--- src/rtl/vrf_write_ctrl.sv ---
// VRF write controller: queues AGU address beats, joins each with a result word
// and issues registered VRF writes, tracking vector-op progress in a small FSM.
module vrf_write_ctrl #(
  parameter int ADDR_WIDTH = 31,
  parameter int DATA_WIDTH = 63,
  parameter int FIFO_DEPTH = 4
) (
  input  logic                  clk,
  input  logic                  rst,
  input  logic                  agu_valid,
  output logic                  agu_ready,
  input  logic [ADDR_WIDTH:0]   agu_addr,
  input  logic [7:0]            agu_ben,
  input  logic                  agu_start,
  input  logic                  agu_end,
  input  logic                  data_valid,
  output logic                  data_ready,
  input  logic [DATA_WIDTH:0]   data_in,
  output logic                  vrf_we,
  output logic [ADDR_WIDTH:0]   vrf_addr,
  output logic [DATA_WIDTH:0]   vrf_wdata,
  output logic [7:0]            vrf_ben,
  output logic                  busy,
  output logic                  done,
  output logic [15:0]           wr_count,
  output logic                  proto_err
);

  localparam int PTR_W = (FIFO_DEPTH > 1) ? $clog2(FIFO_DEPTH) : 1;
  localparam int CNT_W = $clog2(FIFO_DEPTH + 1);

  typedef struct packed {
    logic [ADDR_WIDTH:0] addr;
    logic [7:0]          ben;
    logic                start;
    logic                last;
  } beat_t;

  typedef enum logic [1:0] {IDLE, ACTIVE, DONE} state_t;

  beat_t               fifo_q [FIFO_DEPTH];
  beat_t               fifo_d [FIFO_DEPTH];
  logic [PTR_W-1:0]    wr_ptr_q, wr_ptr_d;
  logic [PTR_W-1:0]    rd_ptr_q, rd_ptr_d;
  logic [CNT_W-1:0]    cnt_q, cnt_d;
  state_t              state_q, state_d;
  logic [15:0]         wr_count_q, wr_count_d;
  logic                proto_err_q, proto_err_d;
  logic                vrf_we_q, vrf_we_d;
  logic [ADDR_WIDTH:0] vrf_addr_q, vrf_addr_d;
  logic [DATA_WIDTH:0] vrf_wdata_q, vrf_wdata_d;
  logic [7:0]          vrf_ben_q, vrf_ben_d;

  logic  full, empty, push, join_go, start_go;
  beat_t head;
  logic  unused_head_start;

  function automatic logic [PTR_W-1:0] ptr_inc(input logic [PTR_W-1:0] p);
    if (p == PTR_W'(FIFO_DEPTH - 1)) return '0;
    return p + PTR_W'(1);
  endfunction

  // Ready flags come straight from registered occupancy, so a full queue
  // refuses a push even if the head is popped in the same cycle.
  assign full       = (cnt_q == CNT_W'(FIFO_DEPTH));
  assign empty      = (cnt_q == '0);
  assign agu_ready  = ~full;
  assign data_ready = ~empty;
  assign push       = agu_valid & ~full;
  assign join_go    = data_valid & ~empty;
  assign head       = fifo_q[rd_ptr_q];
  assign start_go   = push & agu_start & (state_q != ACTIVE);
  assign unused_head_start = head.start;

  always_comb begin
    fifo_d   = fifo_q;
    wr_ptr_d = wr_ptr_q;
    rd_ptr_d = rd_ptr_q;
    cnt_d    = cnt_q;
    if (push) begin
      fifo_d[wr_ptr_q] = '{addr: agu_addr, ben: agu_ben, start: agu_start, last: agu_end};
      wr_ptr_d = ptr_inc(wr_ptr_q);
    end
    if (join_go) rd_ptr_d = ptr_inc(rd_ptr_q);
    case ({push, join_go})
      2'b10:   cnt_d = cnt_q + CNT_W'(1);
      2'b01:   cnt_d = cnt_q - CNT_W'(1);
      default: cnt_d = cnt_q;
    endcase
  end

  always_comb begin
    state_d     = state_q;
    proto_err_d = proto_err_q;
    wr_count_d  = wr_count_q;
    case (state_q)
      IDLE:    if (push && agu_start) state_d = ACTIVE;
      ACTIVE:  if (join_go && head.last) state_d = DONE;
      DONE:    state_d = (push && agu_start) ? ACTIVE : IDLE;
      default: state_d = IDLE;
    endcase
    // Protocol violations are flagged but the beat is still queued.
    if (push && agu_start && state_q == ACTIVE) proto_err_d = 1'b1;
    if (push && !agu_start && state_q == IDLE)  proto_err_d = 1'b1;
    if (start_go)
      wr_count_d = '0;
    else if (join_go && wr_count_q != 16'hFFFF)
      wr_count_d = wr_count_q + 16'd1;
  end

  always_comb begin
    vrf_we_d    = join_go && (head.ben != 8'h00);
    vrf_addr_d  = vrf_addr_q;
    vrf_wdata_d = vrf_wdata_q;
    vrf_ben_d   = vrf_ben_q;
    if (join_go) begin
      vrf_addr_d  = head.addr;
      vrf_wdata_d = data_in;
      vrf_ben_d   = head.ben;
    end
  end

  always_ff @(posedge clk) begin
    fifo_q <= fifo_d;
  end

  always_ff @(posedge clk or negedge rst) begin
    if (!rst) begin
      wr_ptr_q    <= '0;
      rd_ptr_q    <= '0;
      cnt_q       <= '0;
      state_q     <= IDLE;
      wr_count_q  <= '0;
      proto_err_q <= 1'b0;
      vrf_we_q    <= 1'b0;
      vrf_addr_q  <= '0;
      vrf_wdata_q <= '0;
      vrf_ben_q   <= '0;
    end else begin
      wr_ptr_q    <= wr_ptr_d;
      rd_ptr_q    <= rd_ptr_d;
      cnt_q       <= cnt_d;
      state_q     <= state_d;
      wr_count_q  <= wr_count_d;
      proto_err_q <= proto_err_d;
      vrf_we_q    <= vrf_we_d;
      vrf_addr_q  <= vrf_addr_d;
      vrf_wdata_q <= vrf_wdata_d;
      vrf_ben_q   <= vrf_ben_d;
    end
  end

  assign vrf_we    = vrf_we_q;
  assign vrf_addr  = vrf_addr_q;
  assign vrf_wdata = vrf_wdata_q;
  assign vrf_ben   = vrf_ben_q;
  assign busy      = (state_q == ACTIVE);
  assign done      = (state_q == DONE);
  assign wr_count  = wr_count_q;
  assign proto_err = proto_err_q;

endmodule
--- config.mk ---
export PLATFORM = sky130hd
export DESIGN_NAME = vrf_write_ctrl
export DESIGN_NICKNAME = d
export VERILOG_FILES = /design/src/rtl/vrf_write_ctrl.sv
export SDC_FILE = /design/constraint.sdc
export NUM_CORES = 1
export LEC_CHECK = 0
export CORE_MARGIN = 2
export CORE_UTILIZATION = 45
export DETAILED_ROUTE_END_ITERATION = 16
export PLACE_DENSITY = 0.71
export SKIP_LAST_GASP = 1
export SLEW_MARGIN = 20
export SYNTH_ARGS = -nofsm -noshare
export SYNTH_HDL_FRONTEND = slang
export SYNTH_SLANG_ARGS = --single-unit
--- constraint.sdc ---
create_clock -name clk -period 3.16 [get_ports clk]
set_input_delay 0.316 -clock clk [delete_from_list [all_inputs] [get_ports clk]]
set_output_delay 0.316 -clock clk [all_outputs]
set_load 0.05 [all_outputs]
==> impl_metrics.json <==
{
  "outcome": "finished clean",
  "routed_wirelength_um": 25700,
  "synthMuxAreaShare_pct": 8.56,
  "grt_pass1_vias": 7315,
  "die_x_um": 162,
  "crit_family": "buffers and inverters",
  "max_freq_ghz": 0.383,
  "ys_top_cells_by_area": "edfxtp_1 (44%), dfrtp_1 (29%), nand2_1 (11%)",
  "rows": 57,
  "grt_pass1_wl_um": 39800,
  "ff2ff_path_depth": 5,
  "drt_iter0_drc": 470,
  "yosys.area_share.simple_pct": 13.8,
  "synth_adder_area_share_pct": 0.954,
  "grt_max_degree": 67,
  "fin_area_um2": 15100,
  "cp_slowest_cell": "clkdlybuf4s50_1",
  "max_cap_violations": 0,
  "crit_type": "reg2out",
  "rr_startpoint": "cnt_q[0]",
  "cts_max_level": 1,
  "area.growth.synth_to_final_pct": 33.8,
  "synth_top_area_share_pct": 43.7,
  "clk_latency_ns": 0.55,
  "async_reset_ff_share_pct": 44.4,
  "max_slew_margin_pct": 48.3,
  "crit_path_start_kind": "flip-flop",
  "synth_top_family_by_area": "simple AND/OR/NAND/NOR gates",
  "synth_xor_area_share_pct": 0.311,
  "timing.rr.end": "wr_count[8]",
  "yosys.area.top_type": "edfxtp_1",
  "gp_congestion": 0.795,
  "netlist_area_um2": 11300,
  "vias_per_cell": 5.10,
  "portBuffers": 235,
  "route.detailed.drc": 0,
  "cp.arrival_ns": 2.29,
  "tns_ns": 0,
  "cts_tree": "yes",
  "critPathBufInv": 1,
  "cts_buffers": 31,
  "critPathMaxFanout": 8,
  "ant_nets": 0,
  "setup_violations": 0,
  "postSynthAreaPerCell_um2": 13.9,
  "path_cells": "or3b_2 > clkdlybuf4s50_1",
  "ctsRootBufferMaster": "clkbuf_16",
  "cp-end-kind": "primary output",
  "wl_per_cell_um": 18.2,
  "place_area_um2": 14100,
  "synthCells": 812,
  "overflow": 0,
  "synth_seq_cells": 295,
  "clk_pin_slew_ns": 0.06,
  "num_io_pins": 236,
  "hold_viol": 0,
  "yosysMostFrequentCell": "nand2_1",
  "r2r_slack_ns": 0.70,
  "rsz0062_at_grt": "no",
  "final_nets": 1178,
  "hp-class": "in2async",
  "min_period_ns": 2.61,
  "first_pass_iters": 4,
  "synth_edf_count": 164,
  "die_h_um": 162,
  "finClkSkew_ns": 0.00961,
  "synthFlopType": "edfxtp_1",
  "grt.total_usage_pct": 19.3,
  "cts.path.max_buffers": 3,
  "max_stage_delay_ns": 0.73,
  "via_count": 7203,
  "syn-num-nets": 930,
  "core_area_um2": 24500,
  "antenna_found_initial": 3,
  "cts.sinks": 295,
  "initial_core_util_pct": 46.1,
  "seq_area_frac_synth_pct": 72.7,
  "ir_worst_vdd_mv": 0.831,
  "post_cts_resized": 0,
  "power_leakage_nw": 6.07,
  "tightest_slew_ns": 0.770,
  "fin_crit_sh_pct": 82.6,
  "synth_cell_types": 35,
  "synth_compound_gate_area_share_pct": 1.92,
  "drive_gt1_share_pct": 10.9,
  "ys_top_cells_by_count": "nand2_1 (322), edfxtp_1 (164), dfrtp_1 (131)",
  "worstPathRequired_ns": 2.84,
  "dieArea_um2": 26300,
  "p_per_area_nw_per_um2": 988,
  "hpwlAfterDp_um": 17100,
  "synth_warnings": 0,
  "final_max_slew_viol_count": 0
}
-- worst reg2reg max path, cell delays in order (launching register included) --
cell and delay (ns):
dfrtp_1 0.44, o31ai_4 0.65, buf_4 0.38, buf_4 0.57, o21ai_0 0.20, a21oi_1 0.14
-- where the power goes --
group	internal, mW	total (mW)	switching (mW)
sequential	5.13	5.75	0.618
clock	2.07	3.56	1.49
combinational	2.03	5.60	3.58
total	9.23	14.9	5.68
-- registers in the layout, summed over array words and instances, names as in the netlist --
name       cells
vrf_wdata     64
state_q        2
cnt_q          3
wr_ptr_q       2
wr_count      16
vrf_we         1
rd_ptr_q       2
proto_err      1
vrf_addr      32
vrf_ben        8
fifo_q       164
-- layout make-up --
cell class / count / area [um^2]
repair buffers: 253 / 2530
clock buffers: 36 / 805
flip-flops and latches: 295 / 8210
well taps: 324 / 405
inverters: 9 / 36.3
multi-input cells: 470 / 2900
fillers: 1834 / 9370
clock inverters: 22 / 204
diodes: 2 / 5.00
-- repair_timing --
action	CTS	global route
setup endpoints to repair	0	0
hold buffers	1	0
hold endpoints to repair	50	0
buffers inserted	0	0
-- layout by cell type, fill, tap and decap left out, types with 4 or more instances in the layout --
cell type,netlist,final
o21ai_0,5,5
nor3_1,5,5
and3_2,0,4
clkdlybuf4s50_1,0,234
or4_1,10,10
or3_1,5,5
clkbuf_16,0,31
clkbuf_1,26,4
ha_1,7,7
dfrtp_1,131,129
nand2b_1,4,4
inv_1,9,8
a21oi_1,15,15
nand4_1,9,9
nand2_1,322,322
nand3_1,5,5
clkinv_2,0,7
edfxtp_1,164,164
mux4_2,41,41
clkinv_1,0,6
o31ai_1,10,10
buf_4,0,14
-- logic make-up (layout without fill, tap and decap cells) --
| family | after synthesis | in the layout |
|---|---|---|
| adder cells (fa/ha/maj) | 8 | 8 |
| AND/OR/NAND/NOR | 378 | 378 |
| multiplexers | 45 | 45 |
| flip-flops | 295 | 295 |
| buffers and inverters | 47 | 320 |
| AO/OA/AOI/OAI | 35 | 35 |
| XOR/XNOR | 4 | 4 |
| other | 0 | 2 |
-- layer usage --
layer / GRT usage (%) / vias to the layer above / wire, um
met5: 0 / - / 13
met2: 34.4 / 237 / 12700
met1: 23.2 / 3541 / 10200
met3: 5.80 / 56 / 2190
li1: - / 3367 / -
met4: 4.63 / 2 / 622
-- how the worst max path moves through the flow --
stage	from	slack (ns)	cells after the start	end
2_1_floorplan	cnt_q[2]	0.46	3	fifo_q[0]
3_3_place_gp	cnt_q[0]	0.76	5	wr_count[8]
3_5_place_dp	cnt_q[0]	0.71	5	wr_count[8]
4_1_cts	cnt_q[0]	0.52	2	agu_ready
5_1_grt	cnt_q[0]	0.47	2	agu_ready
6_report	cnt_q[0]	0.55	2	agu_ready
-- per-stage QoR --
step	hold slack (ns)	power, mW	instances	setup WS [ns]	util (%)
final	0.287	14.9	1411	0.550	61.7
after global routing	0.288	15.6	1409	0.473	61.7
after CTS	0.268	15.1	1409	0.521	61.7
after detailed placement	0.300	11.5	1350	0.712	57.5
after global placement	0.306	11.4	1350	0.761	57.5
after floorplan	0.0204	9.42	812	0.460	-
Note: power is estimated with default switching activity, not from simulation.
